==> src/rtl/spi_frame_reader.sv <==
// SPI mode-0 slave (MSB first) that streams a stored frame out of SPRAM, framed by a status/command byte.
// Define SPI_FRAME_CRC_EN to append a CRC-16-CCITT trailer after the last frame byte.
module spi_frame_reader #(
  parameter int unsigned FRAME_BYTES = 9600,
  parameter int unsigned ADDR_W      = 17,
  parameter int unsigned SYNC_STAGES = 3,
  parameter int unsigned RD_LATENCY  = 1
) (
  input  logic              clk,
  input  logic              nreset,
  input  logic              spi_sck,
  input  logic              spi_mosi,
  input  logic              spi_ncs,
  output logic              spi_miso,
  output logic [ADDR_W-1:0] spram_rd_addr,
  output logic              spram_rd_en,
  input  logic [7:0]        spram_rd_data,
  input  logic              buffer_ready,
  output logic              busy,
  output logic              frame_read_complete,
  output logic              frame_read_abort
);

  localparam int unsigned NEW = SYNC_STAGES - 2;
  localparam int unsigned OLD = SYNC_STAGES - 1;
  localparam logic [ADDR_W-1:0] LAST_ADDR = ADDR_W'(FRAME_BYTES - 1);

  typedef enum logic [2:0] {
    ST_IDLE,
    ST_CMD,
    ST_STREAM,
    ST_PAD
`ifdef SPI_FRAME_CRC_EN
    , ST_CRC
`endif
  } state_t;

  logic [SYNC_STAGES-1:0] sck_sync, ncs_sync, mosi_sync;
  logic sck_rise, sck_fall, ncs_on, ncs_off, mosi_bit;

  // Synchronisers; ncs resets inactive so no false assertion edge after reset.
  always_ff @(posedge clk or negedge nreset) begin
    if (!nreset) begin
      sck_sync  <= '0;
      ncs_sync  <= '1;
      mosi_sync <= '0;
    end else begin
      sck_sync  <= {sck_sync[SYNC_STAGES-2:0], spi_sck};
      ncs_sync  <= {ncs_sync[SYNC_STAGES-2:0], spi_ncs};
      mosi_sync <= {mosi_sync[SYNC_STAGES-2:0], spi_mosi};
    end
  end

  assign sck_rise = sck_sync[NEW] & ~sck_sync[OLD];
  assign sck_fall = ~sck_sync[NEW] & sck_sync[OLD];
  assign ncs_on   = ~ncs_sync[NEW] & ncs_sync[OLD];
  assign ncs_off  = ncs_sync[NEW] & ~ncs_sync[OLD];
  assign mosi_bit = mosi_sync[OLD];

  logic [RD_LATENCY-1:0] lat_pipe;
  logic [7:0]            pf_data;

  // Prefetch register captures SPRAM data exactly RD_LATENCY cycles after the strobe.
  always_ff @(posedge clk or negedge nreset) begin
    if (!nreset) begin
      lat_pipe <= '0;
      pf_data  <= '0;
    end else begin
      lat_pipe[0] <= spram_rd_en;
      for (int i = 1; i < int'(RD_LATENCY); i++) lat_pipe[i] <= lat_pipe[i-1];
      if (lat_pipe[RD_LATENCY-1]) pf_data <= spram_rd_data;
    end
  end

`ifdef SPI_FRAME_CRC_EN
  function automatic logic [15:0] crc_upd(input logic [15:0] c, input logic [7:0] d);
    logic [15:0] r;
    r = c ^ {d, 8'h00};
    for (int i = 0; i < 8; i++) r = r[15] ? ({r[14:0], 1'b0} ^ 16'h1021) : {r[14:0], 1'b0};
    return r;
  endfunction

  logic [15:0] crc, crc_nx;
  logic        crc_sel, crc_sel_nx;
`endif

  state_t            state, state_nx;
  logic [7:0]        shift_out, shift_nx;
  logic [2:0]        bit_cnt, bit_nx;
  logic [6:0]        cmd_sr, cmd_nx;
  logic              rdy_l, rdy_nx, ovr, ovr_nx;
  logic [ADDR_W-1:0] byte_idx, idx_nx, addr_nx;
  logic              rd_en_nx, miso_nx, busy_nx, complete_nx, abort_nx;
  logic              byte_end, abort_st;
  logic [7:0]        cmd_full;

  always_ff @(posedge clk or negedge nreset) begin
    if (!nreset) begin
      state               <= ST_IDLE;
      shift_out           <= '0;
      bit_cnt             <= '0;
      cmd_sr              <= '0;
      rdy_l               <= 1'b0;
      ovr                 <= 1'b0;
      byte_idx            <= '0;
      spram_rd_addr       <= '0;
      spram_rd_en         <= 1'b0;
      spi_miso            <= 1'b0;
      busy                <= 1'b0;
      frame_read_complete <= 1'b0;
      frame_read_abort    <= 1'b0;
`ifdef SPI_FRAME_CRC_EN
      crc                 <= 16'hFFFF;
      crc_sel             <= 1'b0;
`endif
    end else begin
      state               <= state_nx;
      shift_out           <= shift_nx;
      bit_cnt             <= bit_nx;
      cmd_sr              <= cmd_nx;
      rdy_l               <= rdy_nx;
      ovr                 <= ovr_nx;
      byte_idx            <= idx_nx;
      spram_rd_addr       <= addr_nx;
      spram_rd_en         <= rd_en_nx;
      spi_miso            <= miso_nx;
      busy                <= busy_nx;
      frame_read_complete <= complete_nx;
      frame_read_abort    <= abort_nx;
`ifdef SPI_FRAME_CRC_EN
      crc                 <= crc_nx;
      crc_sel             <= crc_sel_nx;
`endif
    end
  end

  // Next-state logic: ncs deassertion has priority over any sck edge.
  always_comb begin
    state_nx    = state;
    shift_nx    = shift_out;
    bit_nx      = bit_cnt;
    cmd_nx      = cmd_sr;
    rdy_nx      = rdy_l;
    ovr_nx      = ovr;
    idx_nx      = byte_idx;
    addr_nx     = spram_rd_addr;
    rd_en_nx    = 1'b0;
    miso_nx     = spi_miso;
    complete_nx = 1'b0;
    abort_nx    = 1'b0;
    cmd_full    = {cmd_sr, mosi_bit};
    byte_end    = sck_rise && (bit_cnt == 3'd7);
    abort_st    = (state == ST_STREAM);
`ifdef SPI_FRAME_CRC_EN
    crc_nx      = crc;
    crc_sel_nx  = crc_sel;
    if (state == ST_CRC) abort_st = 1'b1;
`endif

    if (ncs_off) begin
      state_nx = ST_IDLE;
      miso_nx  = 1'b0;
      addr_nx  = '0;
      bit_nx   = '0;
      abort_nx = abort_st;
      ovr_nx   = abort_st;
    end else if (state == ST_IDLE) begin
      if (ncs_on) begin
        rdy_nx   = buffer_ready;
        miso_nx  = buffer_ready;
        shift_nx = {6'b0, ovr, 1'b0};
        bit_nx   = '0;
        addr_nx  = '0;
        rd_en_nx = 1'b1;
        state_nx = ST_CMD;
`ifdef SPI_FRAME_CRC_EN
        crc_nx     = 16'hFFFF;
        crc_sel_nx = 1'b0;
`endif
      end
    end else begin
      if (sck_fall) begin
        miso_nx  = shift_out[7];
        shift_nx = {shift_out[6:0], 1'b0};
      end
      if (sck_rise) begin
        bit_nx = bit_cnt + 3'd1;
        cmd_nx = {cmd_sr[5:0], mosi_bit};
      end
      if (byte_end) begin
        case (state)
          ST_CMD: begin
            if (cmd_full == 8'h01 && rdy_l) begin
              state_nx = ST_STREAM;
              shift_nx = pf_data;
              idx_nx   = '0;
`ifdef SPI_FRAME_CRC_EN
              crc_nx   = crc_upd(crc, pf_data);
`endif
              if (LAST_ADDR != '0) begin
                addr_nx  = ADDR_W'(1);
                rd_en_nx = 1'b1;
              end
            end else begin
              state_nx = ST_PAD;
              shift_nx = 8'h00;
            end
          end
          ST_STREAM: begin
            if (byte_idx == LAST_ADDR) begin
`ifdef SPI_FRAME_CRC_EN
              state_nx   = ST_CRC;
              shift_nx   = crc[15:8];
              crc_sel_nx = 1'b0;
`else
              state_nx    = ST_PAD;
              shift_nx    = 8'h00;
              complete_nx = 1'b1;
`endif
            end else begin
              shift_nx = pf_data;
              idx_nx   = byte_idx + ADDR_W'(1);
`ifdef SPI_FRAME_CRC_EN
              crc_nx   = crc_upd(crc, pf_data);
`endif
              if (spram_rd_addr != LAST_ADDR) begin
                addr_nx  = spram_rd_addr + ADDR_W'(1);
                rd_en_nx = 1'b1;
              end
            end
          end
`ifdef SPI_FRAME_CRC_EN
          ST_CRC: begin
            if (!crc_sel) begin
              shift_nx   = crc[7:0];
              crc_sel_nx = 1'b1;
            end else begin
              state_nx    = ST_PAD;
              shift_nx    = 8'h00;
              complete_nx = 1'b1;
            end
          end
`endif
          default: shift_nx = 8'h00;
        endcase
      end
    end

    busy_nx = (state_nx != ST_IDLE);
  end

endmodule
==> config.mk <==
export PLATFORM = sky130hd
export DESIGN_NAME = spi_frame_reader
export DESIGN_NICKNAME = d
export VERILOG_FILES = /design/src/rtl/spi_frame_reader.sv
export SDC_FILE = /design/constraint.sdc
export NUM_CORES = 1
export LEC_CHECK = 0
export CAP_MARGIN = 20
export CORE_MARGIN = 4
export CORE_UTILIZATION = 40
export DETAILED_ROUTE_END_ITERATION = 8
export PLACE_DENSITY_LB_ADDON = 0.05
export SYNTH_ARGS = -nofsm -noshare
export SYNTH_HDL_FRONTEND = slang
export SYNTH_SLANG_ARGS = --single-unit
==> constraint.sdc <==
create_clock -name clk -period 2 [get_ports clk]
set_clock_uncertainty 0.05 [all_clocks]
set_input_delay 0.3 -clock clk [delete_from_list [all_inputs] [get_ports clk]]
set_output_delay 0.3 -clock clk [all_outputs]
set_load 0.02 [all_outputs]
### Word level (Yosys, flattened, before mapping)

Index checks and enable logic that the tools add are counted.

| operators by class | value |
|---|---|
| add/subtract/negate cells | 3 |
| eq/ne operators | 13 |
| bitwise gates (word level) | 10 |
| reduce and logical (&&, ||, !) cells | 17 |
| mux-type cells | 47 |

Operators with widths:

| kind | number |
|---|---|
| $mux W17 | 9 |
| $pmux W17 S2 | 2 |
| $mux W8 | 6 |
| $add A17 B1 Y17 const B | 2 |
| $mux W3 | 9 |
| $mux W1 | 18 |
| $eq A17 B14 Y1 const B | 1 |
| $ne A17 B14 Y1 const B | 1 |
| $pmux W8 S2 | 1 |
| $reduce_bool A3 Y1 | 5 |
| $reduce_and A6 Y1 | 2 |
| $reduce_and A3 Y1 | 3 |
| $eq A8 B1 Y1 const B | 1 |
| $ne A4 B4 Y1 const B | 2 |
| $ne A2 B2 Y1 const B | 3 |
| $not A1 Y1 | 6 |
| $pmux W3 S2 | 1 |
| $and A1 B1 Y1 | 4 |
| $ne A4 B2 Y1 const B | 1 |
| $reduce_and A2 Y1 | 2 |
| $reduce_bool A4 Y1 | 1 |
| $add A3 B1 Y3 const B | 1 |
| $eq A3 B1 Y1 const B | 1 |
| $eq A3 B2 Y1 const B | 1 |
| other kinds (6) | 7 |

| storage, ports and cells | value |
|---|---|
| input bits | 14 |
| bits in registers | 80 |
| logic and storage cells | 108 |

### Depth between registers and ports, before layout

Gate-level depths: netlist of run 1.

| depth | value |
|---|---|
| depth in word-level cells | 8 |
| gate-level depth with buffers | 9 |
| gate-level depth less buffers | 7 |

### Worst setup path before layout of run 1

No wires, ideal clock.

| timing | value |
|---|---|
| kind | reg-to-reg |
| start point | register ncs_sync[2] |
| end point | register spram_rd_addr[14] |
| stages on the path, launching flop included | 10 |
| arrival time | 2010 ps |
| path buffers | 2 |
| slack | -142 ps |
| cell sequence | dfstp_2 > inv_1 > ha_1 > buf_2 > nor4b_2 > nor4bb_1 > a22o_1 > a21oi_2 > buf_2 > a31oi_1 |

| on the way | value |
|---|---|
| cells in the longest elaborated chain, start to end | 4 |
| elaborated cells between the ends (all ways) | 11 |

Ends and longest elaborated chain:

| element | line | text |
|---|---|---|
| start, declared | 38 | `logic [SYNC_STAGES-1:0] sck_sync, ncs_sync, mosi_sync;` |
| start signal, assigned | 49 | `ncs_sync <= {ncs_sync[SYNC_STAGES-2:0], spi_ncs};` |
| $not A1 Y1 (*) | 57 | `assign ncs_off = ncs_sync[NEW] & ~ncs_sync[OLD];` |
| $and A1 B1 Y1 (*) | 57 |  |
| via ncs_off | 39 | `logic sck_rise, sck_fall, ncs_on, ncs_off, mosi_bit;` |
| $ne A4 B4 Y1 (no line) (tied with other cells) | n/a |  |
| $reduce_and A6 Y1 (no line) | n/a |  |
| end signal, assigned | 124 | `spram_rd_addr <= addr_nx;` |
| end, declared | 15 | `output logic [ADDR_W-1:0] spram_rd_addr,` |

The timed path passes the listed nets; every way through them passes the cells marked *.
A chain may end at the register's enable or synchronous reset.

### Worst setup path after layout of run 1

| timing | value |
|---|---|
| start point | register cmd_sr[1] |
| end point | register spram_rd_addr[8] |

| on the way | value |
|---|---|
| cells in the longest elaborated chain, start to end | 4 |

Ends and longest elaborated chain:

| element | line | text |
|---|---|---|
| start, declared | 90 | `logic [6:0] cmd_sr, cmd_nx;` |
| start signal, assigned | 120 | `cmd_sr <= cmd_nx;` |
| $eq A8 B1 Y1 | 193 | `if (cmd_full == 8'h01 && rdy_l) begin` |
| $logic_and A1 B1 Y1 | 193 |  |
| $ne A4 B4 Y1 (no line) | n/a |  |
| $reduce_and A6 Y1 (no line) | n/a |  |

Every way passes these cells.

==> results of run 1 <==
==> Yosys cell counts (all sizes together), types with 2 or more instances <==
| cell | number |
|---|---|
| dfrtp | 77 |
| inv | 16 |
| a221o | 3 |
| dfstp | 3 |
| o31ai | 21 |
| nand4b | 2 |
| a41oi | 2 |
| nor3b | 2 |
| o21a | 2 |
| nand3 | 15 |
| o21ai | 21 |
| a22oi | 6 |
| nand2 | 37 |
| a21o | 2 |
| a21oi | 9 |
| o41ai | 2 |
| nor4 | 3 |
| clkbuf | 9 |
| nor3 | 13 |
| nor2b | 3 |
| mux2 | 13 |
| o22ai | 2 |
| buf | 14 |
| nand4 | 7 |
| a211oi | 2 |
| and2 | 5 |
| a22o | 3 |
| and3 | 12 |
| nand2b | 7 |
| nor4b | 3 |
| nor4bb | 2 |
| a31oi | 28 |
| ha | 7 |
| nor2 | 15 |
| a211o | 2 |
==> through the flow <==
stage	power (mW)	util, %
finish	3.58	55.0
global route	3.77	55.0
CTS	3.60	52.8
detailed placement	2.45	50.5
global placement	2.44	50.5
floorplan	2.20	-
==> state kept, by name (all words and copies together), names as in the netlist, 3 cells and up <==
register / cells
byte_idx: 17
spram_rd_addr: 17
pf_data: 8
shift_out: 8
cmd_sr: 7
bit_cnt: 3
mosi_sync: 3
ncs_sync: 3
sck_sync: 3
state: 3
==> cells in the final DEF (no fill, tap or decap), types with 10 or more instances in the layout <==
| master | count |
|---|---|
| and3_1 | 10 |
| o31ai_1 | 19 |
| inv_1 | 14 |
| o21ai_1 | 10 |
| o21ai_0 | 10 |
| clkbuf_8 | 10 |
| buf_4 | 58 |
| dfrtp_1 | 76 |
| nand2_1 | 36 |
| nor3_1 | 10 |
| nor2_1 | 15 |
| a31oi_1 | 26 |
| nand3_1 | 15 |
| clkdlybuf4s50_1 | 34 |
==> cell families after synthesis <==
family | share of synthesized area, %
and+or+nand+nor | 18.5
buffers and inverters | 4.77
AOI/OAI and AO/OA | 20.4
adders and majority gates | 2.19
DFF | 50.3
muxes | 3.92
==> cell type report <==
type | instances | area (um2) | area share [%]
flip-flops and latches | 80 | 2010 | 37.5
multi-input cells | 265 | 1930 | 36.1
inverters | 16 | 62.6 | 1.17
well taps | 133 | 166 | 3.11
clock buffers | 10 | 138 | 2.57
clock inverters | 6 | 52.6 | 0.982
repair buffers | 107 | 996 | 18.6
==> routing by layer <==
layer / vias to the layer above / wire length, um / GRT usage (%)
li1: 1630 / - / -
met1: 1636 / 4840 / 25.5
met2: 69 / 4420 / 27.0
met3: 7 / 409 / 4.02
met4: 0 / 76 / 4.24
met5: - / 0 / 0
==> worst max path at each step <==
stage | from | to | slack, ns | depth (start not counted)
2_1_floorplan | ncs_sync[2] | spram_rd_addr[10] | -0.04 | 9
3_3_place_gp | ncs_sync[2] | spram_rd_addr[5] | -0.02 | 8
3_5_place_dp | ncs_sync[2] | spram_rd_addr[6] | -0.02 | 8
4_1_cts | byte_idx[7] | byte_idx[9] | -0.002 | 6
5_1_grt | ncs_sync[2] | spram_rd_addr[10] | -0.04 | 8
6_report | cmd_sr[1] | spram_rd_addr[8] | 0.03 | 6
==> report_power, final <==
part           switching [mW]  internal, mW  total [mW]
Sequential             0.0978          1.77        1.87
Clock                   0.627         0.502        1.13
Combinational           0.290         0.296       0.585
Total                    1.01          2.57        3.58
==> repair_timing <==
action / in CTS / in global routing
gates resized for setup: 3 / 33
cloned: 0 / 1
setup buffers: 2 / 4
endpoints found under the hold margin: 38 / 0
hold buffers: 1 / 0
pin swaps: 2 / 8
setup endpoints to repair: 16 / 44
==> flow_metrics.env, run 1 <==
export IMPL_status="complete, no violations"
export IMPL_hpwlAfterDp_um=6850
export IMPL_cts_path_max_buffers=2
export IMPL_place_congestion=0.812
export IMPL_synth_ff_type="dfrtp_1"
export IMPL_synth_avg_cell_area_um2=10.4
export IMPL_synth_distinct_cells=60
export IMPL_critPathRequiredTime_ns=2.18
export IMPL_vias=3342
export IMPL_yosysSeqAreaShare_pct=50.3
export IMPL_overflow=0
export IMPL_ys_ff_latch=80
export IMPL_rsz0062_at_grt="yes"
export IMPL_worstPathMaxFanout=8
export IMPL_numCtsBuffers=9
export IMPL_synthesis_instances=384
export IMPL_fin_crit_sh_pct=98.5
export IMPL_whs_path_depth=1
export IMPL_worst_pin_slew_ns=0.531
export IMPL_hold_ws_ns=0.302
export IMPL_end_kind="flip-flop"
export IMPL_die_y_um=108
export IMPL_vdd_ir_drop_max_mv=0.355
export IMPL_critPathMaxStageDelay_ns=0.39
export IMPL_r2r_setup_slack_ns=0.03
export IMPL_setup_viol=0
export IMPL_dpl_instance_area_mm2=0.00491
export IMPL_fmax_mhz=508
export IMPL_final_max_slew_viol_count=0
export IMPL_critPathTopFamily="compound AO/OA/AOI/OAI gates"
export IMPL_synth_area_leaders="dfrtp_1, a31oi_1, o31ai_1"
export IMPL_clk_latency_ns=0.35
export IMPL_post_place_ws_ns=-0.0236
export IMPL_htree_levels=3
export IMPL_r2r_cells=6
export IMPL_cp_arrival_ns=2.15
export IMPL_drt_pass1_iterations=4
export IMPL_p_leak_nw=2.37
export IMPL_antenna_found_initial=0
export IMPL_clk_pin_slew_ns=0.08
export IMPL_cts_tree="yes"
export IMPL_clockRootBuffer="clkbuf_8"
export IMPL_yosysTopAreaCellShare_pct=48.3
export IMPL_clkSinkCount=80
export IMPL_die_area_mm2=0.0116
export IMPL_path_class="flip-flop to flip-flop"
export IMPL_synth_edf_count=0
export IMPL_start_kind="flip-flop"
export IMPL_drt_iter0_drc=104
export IMPL_grt_pass1_wl_um=16400
export IMPL_drc=0
export IMPL_cp_slowest_cell="dfrtp_1"
export IMPL_synth_area_leader_cell="dfrtp_1"
export IMPL_nNetsFinal=500
export IMPL_via_per_inst=5.42
export IMPL_hold_violations=0
export IMPL_final_cells=617
export IMPL_maxCapViolCount=0
export IMPL_worstHoldStart="spi_ncs"
export IMPL_yosysWarningCount=0
export IMPL_dp_cells=593
export IMPL_critical_path_cell_chain="nor4bb_1 > a32o_2 > o211ai_4 > buf_12 > a21o_4 > a221o_1"
export IMPL_drt_total_wl_um=9750
export IMPL_antenna_cells=0
export IMPL_initial_utilization_pct=41.0
export IMPL_wire_per_inst_um=15.8
export IMPL_syn_to_final_growth_pct=34.1
export IMPL_nFillCells=930
export IMPL_drive_above_1_share_pct=27.5
export IMPL_max_slew_margin_pct=64.6
export IMPL_netlist_area_mm2=0.00399
export IMPL_io_pins=36
export IMPL_period_needed_ns=1.97
export IMPL_hold_class="input port to flip-flop"
export IMPL_power_density_mw_per_mm2=670
export IMPL_die_w_um=108
export IMPL_r2r_end="spram_rd_addr[8]"
export IMPL_placementRows=36
export IMPL_r2r_start="cmd_sr[1]"
export IMPL_timing_final_ws_setup_ns=0.0308
export IMPL_core_area_mm2=0.00973
export IMPL_grt_max_degree=43
export IMPL_grtUsageTotal_pct=17.7
export IMPL_io_buffers=35
export IMPL_grt_pass1_vias=3285
export IMPL_hold_end="ncs_sync[0]"
export IMPL_drt_antenna_violating_nets=0
export IMPL_async_flop_share_pct=100
export IMPL_finalSetupTns_ns=0
export IMPL_crit_buf_inv=1
export IMPL_syn_nets=405
export IMPL_fin_area_mm2=0.00535
Note: power is estimated with default switching activity, not from simulation.
==> run 2, diff against run 1 <==
--- a/config.mk
+++ b/config.mk
@@ -9,7 +9,8 @@
 export CORE_MARGIN = 4
 export CORE_UTILIZATION = 40
 export DETAILED_ROUTE_END_ITERATION = 8
-export PLACE_DENSITY_LB_ADDON = 0.05
+export PLACE_DENSITY = 0.68
+export SKIP_LAST_GASP = 1
 export SYNTH_ARGS = -nofsm -noshare
 export SYNTH_HDL_FRONTEND = slang
 export SYNTH_SLANG_ARGS = --single-unit
==> run 2 against run 1 <==
The run now ends with setup timing left; wire length rose by 2.3%; die area did not move; power rose by 3.1%; register-to-register slack got worse by 0.04 ns; critical path depth rose by 2; via count rose by 1.6%; worst setup slack got worse by 0.044 ns; cell count fell by 0.16%; largest power group unchanged; highest routed layer unchanged.
==> flow_metrics.env, run 2 (synthesized netlist as in run 1, its figures left out) <==
export IMPL_status="finished, violations left"
export IMPL_violations="setup timing"
export IMPL_core_area_mm2=0.00973
export IMPL_drt_total_wl_um=9970
export IMPL_die_y_um=108
export IMPL_io_pins=36
export IMPL_die_area_mm2=0.0116
export IMPL_setup_viol=5
export IMPL_power_density_mw_per_mm2=686
export IMPL_p_leak_nw=2.37
export IMPL_grt_pass1_vias=3517
export IMPL_cts_path_max_buffers=2
export IMPL_cp_arrival_ns=2.20
export IMPL_swShare_pct=27.8
export IMPL_vdd_ir_drop_max_mv=0.328
export IMPL_vias=3395
export IMPL_fmax_mhz=497
export IMPL_fin_crit_sh_pct=101
export IMPL_final_common_cell="dfrtp_1"
export IMPL_via_per_inst=5.51
export IMPL_syn_to_final_growth_pct=34.9
export IMPL_clk_pin_slew_ns=0.09
export IMPL_worst_pin_slew_ns=0.505
export IMPL_critPathRequiredTime_ns=2.19
export IMPL_worstPathMaxFanout=4
export IMPL_final_max_slew_viol_count=0
export IMPL_worstHoldStart="ncs_sync[0]"
export IMPL_initial_utilization_pct=41.0
export IMPL_maxCapViolCount=0
export IMPL_busiest_layer="met2"
export IMPL_met1_usage_pct=24.4
export IMPL_total_power_mw=3.69
export IMPL_drive_above_1_share_pct=28.4
export IMPL_start_kind="flip-flop"
export IMPL_hpwlAfterDp_um=6930
export IMPL_hold_end="ncs_sync[1]"
export IMPL_drt_pass1_iterations=4
export IMPL_met2_usage_pct=29.1
export IMPL_antenna_found_initial=0
export IMPL_io_buffers=35
export IMPL_clockRootBuffer="clkbuf_8"
export IMPL_grtUsageTotal_pct=18.0
export IMPL_seqPwrFrac_pct=50.9
export IMPL_whs_path_depth=0
export IMPL_cts_tree="yes"
export IMPL_rsz0062_at_grt="yes"
export IMPL_wire_per_inst_um=16.2
export IMPL_grt_pass1_wl_um=16800
export IMPL_htree_levels=3
export IMPL_end_kind="flip-flop"
export IMPL_nNetsFinal=499
export IMPL_r2r_end="spram_rd_addr[0]"
export IMPL_grt_max_degree=38
export IMPL_r2r_start="byte_idx[0]"
export IMPL_timing_final_ws_setup_ns=-0.0128
export IMPL_period_needed_ns=2.01
export IMPL_p_int_mw=2.67
export IMPL_use_met3_pct=3.06
export IMPL_overflow=0
export IMPL_numCtsBuffers=9
export IMPL_p_sw_mw=1.03
export IMPL_combPwrFrac_pct=15.3
export IMPL_fin_area_mm2=0.00538
export IMPL_r2r_setup_slack_ns=-0.01
export IMPL_drc=0
export IMPL_path_class="flip-flop to flip-flop"
export IMPL_hold_class="flip-flop to flip-flop"
export IMPL_placementRows=36
export IMPL_clkSinkCount=80
export IMPL_die_w_um=108
export IMPL_drt_antenna_violating_nets=0
export IMPL_antenna_cells=0
export IMPL_pwr_share_clk_pct=33.8
export IMPL_r2r_cells=8
export IMPL_hold_ws_ns=0.298
export IMPL_layout_common_cells="dfrtp_1, buf_4, nand2_1"
export IMPL_drt_iter0_drc=220
export IMPL_largest_registers="byte_idx x17, spram_rd_addr x17"
export IMPL_clk_latency_ns=0.36
export IMPL_max_slew_margin_pct=66.4
export IMPL_hold_violations=0
export IMPL_place_congestion=0.872
export IMPL_dpl_instance_area_mm2=0.00490
-- run 2: changes by cell type in the layout (fill, tap and decap cells not counted), sizes merged --
cell,previous run,this run
buf,71,69
clkinvlp,2,1
clkinv,2,1
clkbuf,11,13
bufinv,0,1
-- run 2: final cells by class --
class                      count  area (um2)
clock inverter                 5        63.8
timing repair buffer         106         995
sequential                    80        2010
fill                         890        4350
tap                          133         166
multi-input combinational    265        1950
inverter                      16        60.1
clock buffer                  11         141
-- run 2: worst max path at each step --
stage	startpoint	end	slack [ns]	cells past startpoint
after floorplan	ncs_sync[2]	spram_rd_addr[10]	-0.04	9
after global routing	byte_idx[0]	spram_rd_addr[0]	-0.13	8
final	byte_idx[0]	spram_rd_addr[0]	-0.01	8
after global placement	ncs_sync[2]	spram_rd_addr[5]	-0.009	8
after detailed placement	ncs_sync[2]	spram_rd_addr[11]	-0.08	8
after CTS	ncs_sync[2]	spram_rd_addr[11]	-0.01	8
-- run 2: power groups by stage --
stage               Clock [mW]  Combinational, mW  Sequential [mW]
floorplan                    0              0.319             1.88
global placement             0              0.515             1.90
detailed placement           0              0.533             1.91
CTS                       1.27              0.547             1.88
global route              1.34              0.622             1.90
finish                    1.25              0.565             1.88
-- run 2: worst max-delay path, stage by stage, from the launching register on --
cell,delay [ns]
dfrtp_1,0.37
ha_2,0.20
and3_4,0.19
nand4_1,0.26
o211ai_4,0.28
buf_4,0.16
buf_4,0.10
nor3_1,0.04
a211o_1,0.26
-- run 2: repair_timing --
item,CTS,global route
hold buffers,1,0
pin swaps,2,8
gates resized for setup,6,33
hold endpoints to repair,32,0
setup endpoints to repair,27,54
cloned,0,2
setup buffers,1,5
-- run 2: stage by stage --
| step | setup WS, ns | util [%] | TNS [ns] | instances |
|---|---|---|---|---|
| floorplan | -0.0382 | - | -0.397 | 384 |
| global placement | -0.00913 | 50.3 | -0.0154 | 591 |
| detailed placement | -0.0845 | 50.3 | -0.713 | 591 |
| CTS | -0.0148 | 53.0 | -0.0229 | 609 |
| global route | -0.127 | 55.3 | -2.27 | 616 |
| finish | -0.0128 | 55.3 | -0.0338 | 616 |
-- run 2: metal layers --
metal,wire length [um],vias up
li1,-,1619
met1,4600,1672
met2,4740,90
met3,467,14
met4,159,0
met5,0,-
